[src/rtl/triangle_bbox_scanner.sv]
// rtl/triangle_bbox_scanner.sv - latches a triangle, computes its bounding box, streams every box point in raster order
module triangle_bbox_scanner #(
    parameter int SYS_BIT_WIDTH = 6
) (
    input  logic                     clk_in,
    input  logic                     rst_n_in,
    input  logic                     tri_valid_in,
    output logic                     tri_ready_out,
    input  logic [SYS_BIT_WIDTH-1:0] vertex_ax,
    input  logic [SYS_BIT_WIDTH-1:0] vertex_ay,
    input  logic [SYS_BIT_WIDTH-1:0] vertex_bx,
    input  logic [SYS_BIT_WIDTH-1:0] vertex_by,
    input  logic [SYS_BIT_WIDTH-1:0] vertex_cx,
    input  logic [SYS_BIT_WIDTH-1:0] vertex_cy,
    output logic                     point_valid_out,
    input  logic                     point_ready_in,
    output logic [SYS_BIT_WIDTH-1:0] point_x,
    output logic [SYS_BIT_WIDTH-1:0] point_y,
    output logic [SYS_BIT_WIDTH-1:0] vertex_ax_out,
    output logic [SYS_BIT_WIDTH-1:0] vertex_ay_out,
    output logic [SYS_BIT_WIDTH-1:0] vertex_bx_out,
    output logic [SYS_BIT_WIDTH-1:0] vertex_by_out,
    output logic [SYS_BIT_WIDTH-1:0] vertex_cx_out,
    output logic [SYS_BIT_WIDTH-1:0] vertex_cy_out,
    output logic                     last_out,
    output logic                     busy_out
);

    typedef enum logic [1:0] {
        ST_IDLE,
        ST_BBOX,
        ST_SCAN
    } state_t;

    localparam logic [SYS_BIT_WIDTH-1:0] ONE = {{(SYS_BIT_WIDTH-1){1'b0}}, 1'b1};

    state_t                   state_q;
    logic [SYS_BIT_WIDTH-1:0] ax_q, ay_q, bx_q, by_q, cx_q, cy_q;
    logic [SYS_BIT_WIDTH-1:0] xmin_q, xmax_q, ymin_q, ymax_q;
    logic [SYS_BIT_WIDTH-1:0] xmin_d, xmax_d, ymin_d, ymax_d;
    logic [SYS_BIT_WIDTH-1:0] x_q, y_q;
    logic                     valid_q;
    logic                     ready_q;
    logic                     busy_q;
    logic                     x_end, y_end;

    function automatic logic [SYS_BIT_WIDTH-1:0] min3(
        input logic [SYS_BIT_WIDTH-1:0] a,
        input logic [SYS_BIT_WIDTH-1:0] b,
        input logic [SYS_BIT_WIDTH-1:0] c
    );
        logic [SYS_BIT_WIDTH-1:0] m;
        m = (a < b) ? a : b;
        return (c < m) ? c : m;
    endfunction

    function automatic logic [SYS_BIT_WIDTH-1:0] max3(
        input logic [SYS_BIT_WIDTH-1:0] a,
        input logic [SYS_BIT_WIDTH-1:0] b,
        input logic [SYS_BIT_WIDTH-1:0] c
    );
        logic [SYS_BIT_WIDTH-1:0] m;
        m = (a > b) ? a : b;
        return (c > m) ? c : m;
    endfunction

    // Box is derived from the latched vertices, so input changes after the handshake cannot disturb it
    assign xmin_d = min3(ax_q, bx_q, cx_q);
    assign xmax_d = max3(ax_q, bx_q, cx_q);
    assign ymin_d = min3(ay_q, by_q, cy_q);
    assign ymax_d = max3(ay_q, by_q, cy_q);

    // Equality-only termination keeps a box edge at the top code from ever wrapping
    assign x_end = (x_q == xmax_q);
    assign y_end = (y_q == ymax_q);

    always_ff @(posedge clk_in or negedge rst_n_in) begin
        if (!rst_n_in) begin
            state_q <= ST_IDLE;
            ax_q    <= '0;
            ay_q    <= '0;
            bx_q    <= '0;
            by_q    <= '0;
            cx_q    <= '0;
            cy_q    <= '0;
            xmin_q  <= '0;
            xmax_q  <= '0;
            ymin_q  <= '0;
            ymax_q  <= '0;
            x_q     <= '0;
            y_q     <= '0;
            valid_q <= 1'b0;
            ready_q <= 1'b1;
            busy_q  <= 1'b0;
        end else begin
            case (state_q)
                ST_IDLE: begin
                    if (tri_valid_in && ready_q) begin
                        ax_q    <= vertex_ax;
                        ay_q    <= vertex_ay;
                        bx_q    <= vertex_bx;
                        by_q    <= vertex_by;
                        cx_q    <= vertex_cx;
                        cy_q    <= vertex_cy;
                        ready_q <= 1'b0;
                        busy_q  <= 1'b1;
                        state_q <= ST_BBOX;
                    end
                end
                ST_BBOX: begin
                    xmin_q  <= xmin_d;
                    xmax_q  <= xmax_d;
                    ymin_q  <= ymin_d;
                    ymax_q  <= ymax_d;
                    state_q <= ST_SCAN;
                end
                ST_SCAN: begin
                    // First SCAN cycle primes the point registers from the registered box
                    if (!valid_q) begin
                        x_q     <= xmin_q;
                        y_q     <= ymin_q;
                        valid_q <= 1'b1;
                    end else if (point_ready_in) begin
                        if (!x_end) begin
                            x_q <= x_q + ONE;
                        end else if (!y_end) begin
                            x_q <= xmin_q;
                            y_q <= y_q + ONE;
                        end else begin
                            valid_q <= 1'b0;
                            ready_q <= 1'b1;
                            busy_q  <= 1'b0;
                            state_q <= ST_IDLE;
                        end
                    end
                end
                default: begin
                    state_q <= ST_IDLE;
                end
            endcase
        end
    end

    assign tri_ready_out   = ready_q;
    assign point_valid_out = valid_q;
    assign busy_out        = busy_q;
    assign point_x         = x_q;
    assign point_y         = y_q;
    assign vertex_ax_out   = ax_q;
    assign vertex_ay_out   = ay_q;
    assign vertex_bx_out   = bx_q;
    assign vertex_by_out   = by_q;
    assign vertex_cx_out   = cx_q;
    assign vertex_cy_out   = cy_q;
    assign last_out        = (state_q == ST_SCAN) && valid_q && x_end && y_end;

endmodule
[config.mk]
export PLATFORM = sky130hd
export DESIGN_NAME = triangle_bbox_scanner
export DESIGN_NICKNAME = d
export VERILOG_FILES = /design/src/rtl/triangle_bbox_scanner.sv
export SDC_FILE = /design/constraint.sdc
export NUM_CORES = 1
export LEC_CHECK = 0
export ABC_AREA = 1
export CAP_MARGIN = 10
export CORE_MARGIN = 4
export CORE_UTILIZATION = 30
export DETAILED_ROUTE_END_ITERATION = 12
export SLEW_MARGIN = 10
export SYNTH_ARGS = -nofsm -noshare
export SYNTH_HDL_FRONTEND = slang
export SYNTH_SLANG_ARGS = --single-unit
[constraint.sdc]
create_clock -name clk_in -period 2.85 [get_ports clk_in]
set_input_delay 0.57 -clock clk_in [delete_from_list [all_inputs] [get_ports clk_in]]
set_output_delay 0.57 -clock clk_in [all_outputs]
set_load 0.1 [all_outputs]
==> results_dict.tcl, run 1 <==
set metrics [dict create \
    gp_congestion 0.850 \
    initialDrtViolationCount 215 \
    drv_cap 0 \
    drt_wl_total_um 13100 \
    finalMaxSlewViolations 0 \
    startpoint_type "flip-flop" \
    fin_tns_setup_ns 0 \
    die_w_um 133 \
    wl_met3_um 747 \
    mostFrequentLayoutCells "nand2_1 (207), buf_4 (101), inv_1 (54), dfrtp_1 (52), o21ai_0 (39)" \
    area.growth.synth_to_final_pct 42.3 \
    max_freq_ghz 0.369 \
    rsz0062_at_grt "yes" \
    leakage_uw 0.00325 \
    pwr_density_cell_nw_per_um2 540 \
    grt_antenna_before_repair 0 \
    skew_ns 0.00661 \
    synth_top_area_cell "dfrtp_1" \
    final_common_cell "nand2_1" \
    num_vias 4374 \
    grt_max_degree 65 \
    crit_type "reg -> reg" \
    synth.area.top_cells "dfrtp_1 (40%), nand2_1 (17%), ha_1 (9.6%)" \
    place_ws_ns -0.137 \
    layout_min_cycle_time_ns 2.71 \
    synth_cells 620 \
    timing.final.ws_setup_ns 0.143 \
    synth_top_area_share_pct 40.4 \
    cp-end-kind "flip-flop" \
    antenna_cells 0 \
    yosysWarningCount 0 \
    setup_viol 0 \
    port_buffers 91 \
    grt_pass1_vias 4312 \
    overflow 0 \
    ant_nets 0 \
    r2r-end "xmax_q[5]$_DFFE_PN0N_" \
    grt_pass1_wl_um 21500 \
    fin_crit_sh_pct 95.0 \
    highest_layer "met4" \
    synth_cell_types 33 \
    numCtsBuffers 9 \
    reg2reg_from "vertex_ax_out[4]$_DFFE_PN0P_" \
    outcome "completed" \
    tightest_slew_ns 0.460 \
    final_nets 833 \
    path_clk_slew_ns 0.06 \
    die_h_um 133 \
    r2r_slack_ns 0.14 \
    layout-drive-gt1-share_pct 28.9 \
    wire_per_inst_um 13.5 \
    clkSinkCount 77 \
    irDropWorstVdd_v 0.000345 \
    wl_met2_um 5680 \
    track_usage_pct 14.9 \
    r2r_cells 17 \
    synth_seq_cells 77 \
    rows 45 \
    avgSynthCellArea_um2 7.59 \
    first_pass_iters 4 \
    synth_area_um2 4700 \
    ys_seq_area_share_pct 41.0 \
    cts_tree "yes" \
    ctsRootBufferMaster "clkbuf_16" \
    hold_viol 0 \
    worstPathArrival_ns 2.93 \
    viasPerCell 4.50 \
    h-tree-depth 3 \
    synth_fp_nets 696 \
    cts_buffer_depth 2 \
    initial_utilization_pct 30.8 \
    utilization_pct 43.9 \
    wl_met1_um 6470 \
    post-route-drc-count 0 \
    dp_hpwl_um 9890 \
    io_pins 92 \
    dieArea_um2 17700 \
    clk_latency_ns 0.35 \
    relSlewSlack_pct 69.2 \
    cp.required_ns 3.07 \
    hp-class "in -> async" \
    core_area_um2 15300 \
    worstPathMaxFanout 11 \
]
==> through the flow <==
step	power, uW	hold WS, ns	cell area, um^2	std cells
final	3610	0.141	6690	973
after global routing	3790	0.155	6690	973
after CTS	3660	0.143	6540	970
after detailed placement	2490	0.468	6250	954
after global placement	2480	0.467	6250	954
after floorplan	2190	0.274	4890	620
==> how the worst max path moves through the flow <==
| stage | start | cells past startpoint | slack [ns] | end |
|---|---|---|---|---|
| 2_1_floorplan | vertex_bx_out[4]$_DFFE_PN0P_ | 19 | -0.03 | xmax_q[2]$_DFFE_PN0N_ |
| 3_3_place_gp | vertex_ay_out[5]$_DFFE_PN0P_ | 18 | -0.12 | ymax_q[0]$_DFFE_PN0N_ |
| 3_5_place_dp | vertex_ay_out[4]$_DFFE_PN0P_ | 19 | -0.14 | ymax_q[0]$_DFFE_PN0N_ |
| 4_1_cts | vertex_ay_out[5]$_DFFE_PN0P_ | 19 | 0.04 | ymax_q[0]$_DFFE_PN0N_ |
| 5_1_grt | vertex_ay_out[5]$_DFFE_PN0P_ | 18 | -0.03 | ymax_q[0]$_DFFE_PN0N_ |
| 6_report | vertex_ax_out[4]$_DFFE_PN0P_ | 17 | 0.14 | xmax_q[5]$_DFFE_PN0N_ |
==> registers in the layout, indices dropped and copies added (netlist names), 2 cells and up <==
name           count
point_x            6
point_y            6
vertex_ax_out      6
vertex_ay_out      6
vertex_bx_out      6
vertex_by_out      6
vertex_cx_out      6
vertex_cy_out      6
xmax_q             6
xmin_q             6
ymax_q             6
ymin_q             6
state_q            2
==> routing by layer <==
metal  vias up  global-route usage [%]
met5         -                       0
met4         0                    5.26
met3        14                    4.23
met2        93                    22.8
met1      1964                    20.3
li1       2303                       -
==> power by group <==
part	internal, uW	switching, uW	total [uW]
Sequential	1170	117	1280
Clock	678	461	1140
Combinational	333	857	1190
Total	2180	1440	3610
==> synthesized netlist by cell type, drive strengths merged <==
cell / number
buf: 9
o31ai: 1
ha: 36
o21a: 1
a21oi: 16
o21ai: 72
nor2: 27
xnor2: 4
nand2: 224
nand4: 7
clkbuf: 11
dfstp: 1
nand3: 38
clkinv: 1
nor3: 4
xor2: 6
inv: 68
or2: 2
dfrtp: 76
a211oi: 2
o211ai: 14
==> what timing repair did <==
action	4_1_cts	5_1_grt
setup buffers	0	0
pin swaps	0	14
gates cloned	0	3
hold buffers	0	0
setup endpoints to repair	12	24
gates resized for setup	3	46
==> cell families (layout without fill, tap and decap cells) <==
kind of cell	Yosys count	count (layout)	share of synthesized area [%]
AOI/OAI and AO/OA	106	106	13.5
xor gates and xnor gates	10	10	1.86
buffers and inverters	89	228	7.53
DFF	77	77	41.0
adders and majority gates	36	36	9.58
and+or+nand+nor	302	305	26.6
==> worst max-delay path: stages, from the launching register on <==
cell and delay, ns:
dfrtp_4 0.50, ha_4 0.27, nand2_2 0.05, nor2_2 0.11
nand2_1 0.09, nand3_2 0.08, nand2_2 0.06, buf_12 0.14
nand2_2 0.05, o21ai_2 0.07, ha_1 0.30, nand2_1 0.06
nor2_2 0.12, o21ai_1 0.08, o211ai_1 0.16, nand2_2 0.16
o211ai_1 0.21, nand2_1 0.07
==> layout make-up <==
class | count | area [um^2]
multi-input combinational | 457 | 2650
clock buffer | 12 | 236
tap | 211 | 264
sequential | 77 | 2010
timing repair buffer | 143 | 1220
fill | 1565 | 8560
inverter | 69 | 269
clock inverter | 4 | 48.8
Power figures use the tool's default switching activity.
==> inputs of run 2 (changes only) <==
--- a/config.mk
+++ b/config.mk
@@ -10,6 +10,7 @@
 export CORE_MARGIN = 4
 export CORE_UTILIZATION = 30
 export DETAILED_ROUTE_END_ITERATION = 12
+export MAX_ROUTING_LAYER = met4
 export SLEW_MARGIN = 10
 export SYNTH_ARGS = -nofsm -noshare
 export SYNTH_HDL_FRONTEND = slang
==> run 2 against run 1 <==
  * Die area stayed put
  * Routed wire length increased by 0.53%
  * Critical path depth up 2
  * Largest power group unchanged
==> results_dict.tcl, run 2 (synthesis gave the netlist of run 1 again) <==
set metrics [dict create \
    outcome "completed" \
    rows 45 \
    rsz0062_at_grt "yes" \
    final_nets 833 \
    initialDrtViolationCount 211 \
    initial_utilization_pct 30.8 \
    worstPathMaxFanout 11 \
    cp-end-kind "flip-flop" \
    cp.required_ns 3.07 \
    mostFrequentLayoutCells "nand2_1 (208), buf_4 (101), inv_1 (54), dfrtp_1 (52), o21ai_0 (43)" \
    dieArea_um2 17700 \
    power_uw 3610 \
    numCtsBuffers 9 \
    max_freq_ghz 0.369 \
    ant_nets 0 \
    gp_congestion 0.863 \
    fin_tns_setup_ns 0 \
    core_area_um2 15300 \
    reg2reg_from "vertex_ax_out[4]$_DFFE_PN0P_" \
    overflow 0 \
    grt_pass1_vias 4308 \
    worstPathArrival_ns 2.93 \
    port_buffers 91 \
    viasPerCell 4.50 \
    grt_pass1_wl_um 21400 \
    die_w_um 133 \
    clk_latency_ns 0.34 \
    holdBufCountCts 0 \
    utilization_pct 43.9 \
    layout-drive-gt1-share_pct 28.7 \
    dp_hpwl_um 9890 \
    grt_antenna_before_repair 0 \
    path_clk_slew_ns 0.06 \
    final_common_cell "nand2_1" \
    num-fill-cells 1562 \
    pwr_density_cell_nw_per_um2 540 \
    skew_ns 0.00666 \
    drv_cap 0 \
    clkSinkCount 77 \
    fin_crit_sh_pct 95.0 \
    crit_start "vertex_ax_out[4]$_DFFE_PN0P_" \
    layout_min_cycle_time_ns 2.71 \
    leakage_uw 0.00325 \
    hp-class "in -> async" \
    area.growth.synth_to_final_pct 42.3 \
    antenna_cells 0 \
    ctsRootBufferMaster "clkbuf_16" \
    cts_tree "yes" \
    tightest_slew_ns 0.451 \
    wire_per_inst_um 13.5 \
    relSlewSlack_pct 69.8 \
    finalMaxSlewViolations 0 \
    r2r_slack_ns 0.14 \
    first_pass_iters 5 \
    crit_type "reg -> reg" \
    grt_max_degree 65 \
    hold_viol 0 \
    num_vias 4378 \
    h-tree-depth 3 \
    startpoint_type "flip-flop" \
    die_h_um 133 \
    io_pins 92 \
    drt_wl_total_um 13200 \
    cts_buffer_depth 2 \
    irDropWorstVdd_v 0.000345 \
    track_usage_pct 15.4 \
    post-route-drc-count 0 \
    setup_viol 0 \
]
-- run 2: cell counts in the layout (fill, tap and decap cells not counted) --
No cell type changed its count.
-- run 2: critical path, stage by stage, from the launching register on --
cell      delay, ns
dfrtp_4        0.50
ha_4           0.27
nand2_2        0.05
nor2_2         0.11
nand2_1        0.09
nand3_2        0.08
nand2_2        0.06
buf_12         0.14
nand2_1        0.07
o21ai_2        0.06
ha_1           0.30
nand2_2        0.06
nor2_2         0.09
o21ai_1        0.08
o211ai_1       0.16
nand2_2        0.16
nand2_1        0.09
o21ai_0        0.08
nand2_1        0.06
o21ai_1        0.06
-- run 2: worst paths after layout --
kind / to / cells after the start
min in group clk_in: tri_ready_out$_DFFE_PN1P_ / 2
hold / removal: point_y[2]$_DFFE_PN0P_ / 1
setup / recovery: xmax_q[0]$_DFFE_PN0N_ / 19
setup reg to reg: xmax_q[0]$_DFFE_PN0N_ / 19
hold reg to reg: tri_ready_out$_DFFE_PN1P_ / 2
max in group asynchronous: vertex_ay_out[3]$_DFFE_PN0P_ / 2
-- run 2: cell type report --
class                      instances  area [um^2]  share of cell area (%)
multi-input combinational        457         2650                    39.5
sequential                        77         2010                    30.0
timing repair buffer             143         1220                    18.2
inverter                          69          269                    4.02
tap                              211          264                    3.95
clock buffer                      12          236                    3.53
clock inverter                     4         48.8                   0.729
-- run 2: report_power, final --
part,total [uW],internal (uW),switching [uW]
registers,1280,1170,118
clock network,1140,678,462
logic,1190,333,859
total,3610,2180,1440
-- run 2: routing by layer --
layer	vias to the layer above	track usage, %	share of wire [%]
met2	97	22.8	45
li1	2303	-	-
met4	0	5.26	0.77
met1	1972	20.6	50
met5	-	-	0
met3	6	3.66	4.7
-- run 2: stage by stage --
step / hold slack (ns) / cell area [um^2] / worst slack [ns] / cells
after global placement: 0.467 / 6250 / -0.123 / 954
after global routing: 0.155 / 6690 / -0.0321 / 973
after floorplan: 0.274 / 4890 / -0.0254 / 620
after CTS: 0.143 / 6540 / 0.0370 / 970
final: 0.143 / 6690 / 0.141 / 973
after detailed placement: 0.468 / 6250 / -0.137 / 954
-- run 2: timing repair --
action	in CTS	in global routing
resized for setup	3	41
setup buffers	0	0
endpoints found under the setup margin	12	24
pin swaps	0	12
cloned	0	3
==> inputs of run 3 (changes only) <==
--- a/config.mk
+++ b/config.mk
@@ -5,9 +5,7 @@
 export SDC_FILE = /design/constraint.sdc
 export NUM_CORES = 1
 export LEC_CHECK = 0
-export ABC_AREA = 1
 export CAP_MARGIN = 10
-export CORE_MARGIN = 4
 export CORE_UTILIZATION = 30
 export DETAILED_ROUTE_END_ITERATION = 12
 export MAX_ROUTING_LAYER = met4
==> run 3 against run 2 <==
  * The flow now finishes with violations (setup timing)
  * Setup slack lost 0.37 ns
  * Synthesized area is 0.96% lower
  * Core utilization rose by 4.0 points
  * Clock skew is essentially flat
  * Critical path type unchanged
  * Register-to-register slack worse by 0.37 ns
==> results_dict.tcl, run 3 <==
set metrics [dict create \
    outcome "finished, violations left" \
    failed_checks "setup timing" \
    path_clk_slew_ns 0.06 \
    viasPerCell 4.99 \
    avgSynthCellArea_um2 9.62 \
    mostFrequentLayoutCells "buf_4 (122), nand2_1 (69), dfrtp_1 (52), clkdlybuf4s50_1 (38), ha_1 (22)" \
    critical_path.top_delay_family "compound AO/OA/AOI/OAI gates" \
    rsz0062_at_grt "yes" \
    async_reset_ff_share_pct 100 \
    holdBufCountCts 0 \
    startpoint_type "flip-flop" \
    wire_per_inst_um 15.7 \
    synth_seq_cells 77 \
    layout_min_cycle_time_ns 3.08 \
    numCtsBuffers 9 \
    overflow 0 \
    synth_top_area_cell "dfrtp_1" \
    final_common_cell "buf_4" \
    layout-drive-gt1-share_pct 43.8 \
    drt_wl_total_um 13200 \
    synth_cell_types 49 \
    worstPathMaxFanout 6 \
    synth_edf_count 0 \
    clkSinkCount 77 \
    max_stage_delay_ns 0.49 \
    synth.area.top_cells "dfrtp_1 (41%), ha_1 (9.7%), nand2_1 (5.6%)" \
    initialDrtViolationCount 181 \
    fin_crit_sh_pct 108 \
    die_w_um 127 \
    clk_latency_ns 0.35 \
    cts_buffer_depth 2 \
    synth_area_um2 4660 \
    rows 45 \
    synth_flop_cell "dfrtp_1" \
    port_buffers 91 \
    num-fill-cells 1377 \
    path_cells "ha_4 -> nand4_1 -> o21bai_4 -> a21oi_4 -> buf_6 -> mux2_4 -> ha_4 -> nand2_1 -> o22a_1 -> o31ai_4 -> buf_6 -> mux2_4 -> o21ai_2" \
    final_nets 721 \
    ys_seq_area_share_pct 41.4 \
    core_area_um2 15200 \
    grt_pass1_wl_um 21400 \
    synth.most_common_cell "dfrtp_1" \
    stdcell_area_um2 7270 \
    io_pins 92 \
    post_dp_cell_area_um2 6340 \
    relSlewSlack_pct 52.1 \
    grt_antenna_before_repair 0 \
    crit_type "reg -> reg" \
    place_ws_ns -0.316 \
    synth_cells 484 \
    antenna_cells 0 \
    gp_congestion 0.835 \
    area.growth.synth_to_final_pct 56.1 \
    dieArea_um2 16000 \
    cp_num_buf_inv 2 \
    ctsRootBufferMaster "clkbuf_16" \
    max_freq_ghz 0.325 \
    cp.required_ns 3.13 \
    grt_pass1_vias 4302 \
    fin_tns_setup_ns -1.67 \
    dp_hpwl_um 9760 \
    cpMaxStageDelayCell "dfrtp_4" \
    h-tree-depth 3 \
    tightest_slew_ns 0.718 \
    hold_viol 0 \
    synthTopCellsByCount "dfrtp_1 (76), nand2_1 (69), a21oi_1 (39), ha_1 (36), o21ai_1 (29)" \
    first_pass_iters 4 \
    track_usage_pct 17.5 \
    die_h_um 127 \
    hp-class "in -> async" \
    drv_cap 0 \
    yosysWarningCount 0 \
    num_vias 4173 \
    cts_tree "yes" \
    grt_max_degree 57 \
    initial_utilization_pct 30.6 \
    synth_top_area_share_pct 40.8 \
    skew_ns 0.00687 \
    ant_nets 0 \
    cp-end-kind "flip-flop" \
    post-route-drc-count 0 \
    worstPathArrival_ns 3.36 \
    synth_fp_nets 560 \
    timing.final.ws_setup_ns -0.228 \
    setup_viol 18 \
    finalMaxSlewViolations 0 \
]
==> run 3: cells by family (layout without fill, tap and decap cells) <==
group	count (synthesis)	after routing	share of synthesized area, %
buf+inv	40	205	3.57
simple gates	149	149	15.8
fa+ha+maj	36	36	9.67
flops	77	77	41.4
compound gates	127	127	17.3
xor+xnor	12	12	2.42
mux	43	43	9.88
==> run 3: stage by stage <==
step / util [%] / hold slack, ns / cells
final: 47.8 / 0.277 / 837
after global routing: 47.8 / 0.341 / 837
after CTS: 45.5 / 0.307 / 832
after detailed placement: 41.7 / 0.463 / 809
after global placement: 41.7 / 0.462 / 809
after floorplan: - / 0.274 / 484
==> run 3: layout make-up <==
class	count	area, um^2	area share (%)
Clock buffer	11	253	3.47
Tap cell	188	235	3.23
Timing Repair Buffer	169	1420	19.5
Multi-Input combinational cell	367	3220	44.3
Sequential cell	77	2010	27.6
Inverter	21	91.3	1.26
Clock inverter	4	47.5	0.654
==> run 3: timing repair <==
item | in CTS | in global routing
endpoints found under the setup margin | 24 | 24
gates resized for setup | 48 | 51
pin swaps | 22 | 15
buffers inserted | 9 | 5
==> run 3: routing by layer <==
layer  wire length, um  GRT usage (%)  part of all wire (%)
met5                 0              -                     0
met4               235           5.24                   1.8
met3               536           4.13                   4.1
met2              6180           26.8                    47
met1              6200           22.8                    47
==> run 3: worst paths after layout <==
| path | start | to | slack (ns) | cells past startpoint |
|---|---|---|---|---|
| worst max-delay path | vertex_ay_out[5]$_DFFE_PN0P_ | ymax_q[3]$_DFFE_PN0N_ | -0.23 | 13 |
| worst min-delay path | rst_n_in | xmin_q[5]$_DFFE_PN0N_ | 0.28 | 1 |
| worst max register to register | vertex_ay_out[5]$_DFFE_PN0P_ | ymax_q[3]$_DFFE_PN0N_ | -0.23 | 13 |
| worst min register to register | tri_ready_out$_DFFE_PN1P_ | tri_ready_out$_DFFE_PN1P_ | 0.47 | 2 |
| max in group asynchronous | rst_n_in | tri_ready_out$_DFFE_PN1P_ | 1.82 | 2 |
| min in group clk_in | tri_ready_out$_DFFE_PN1P_ | tri_ready_out$_DFFE_PN1P_ | 0.47 | 2 |
Power of run 3 is not shown: default switching activity piles up to over one toggle a cycle in this logic, so the estimate is an artifact.
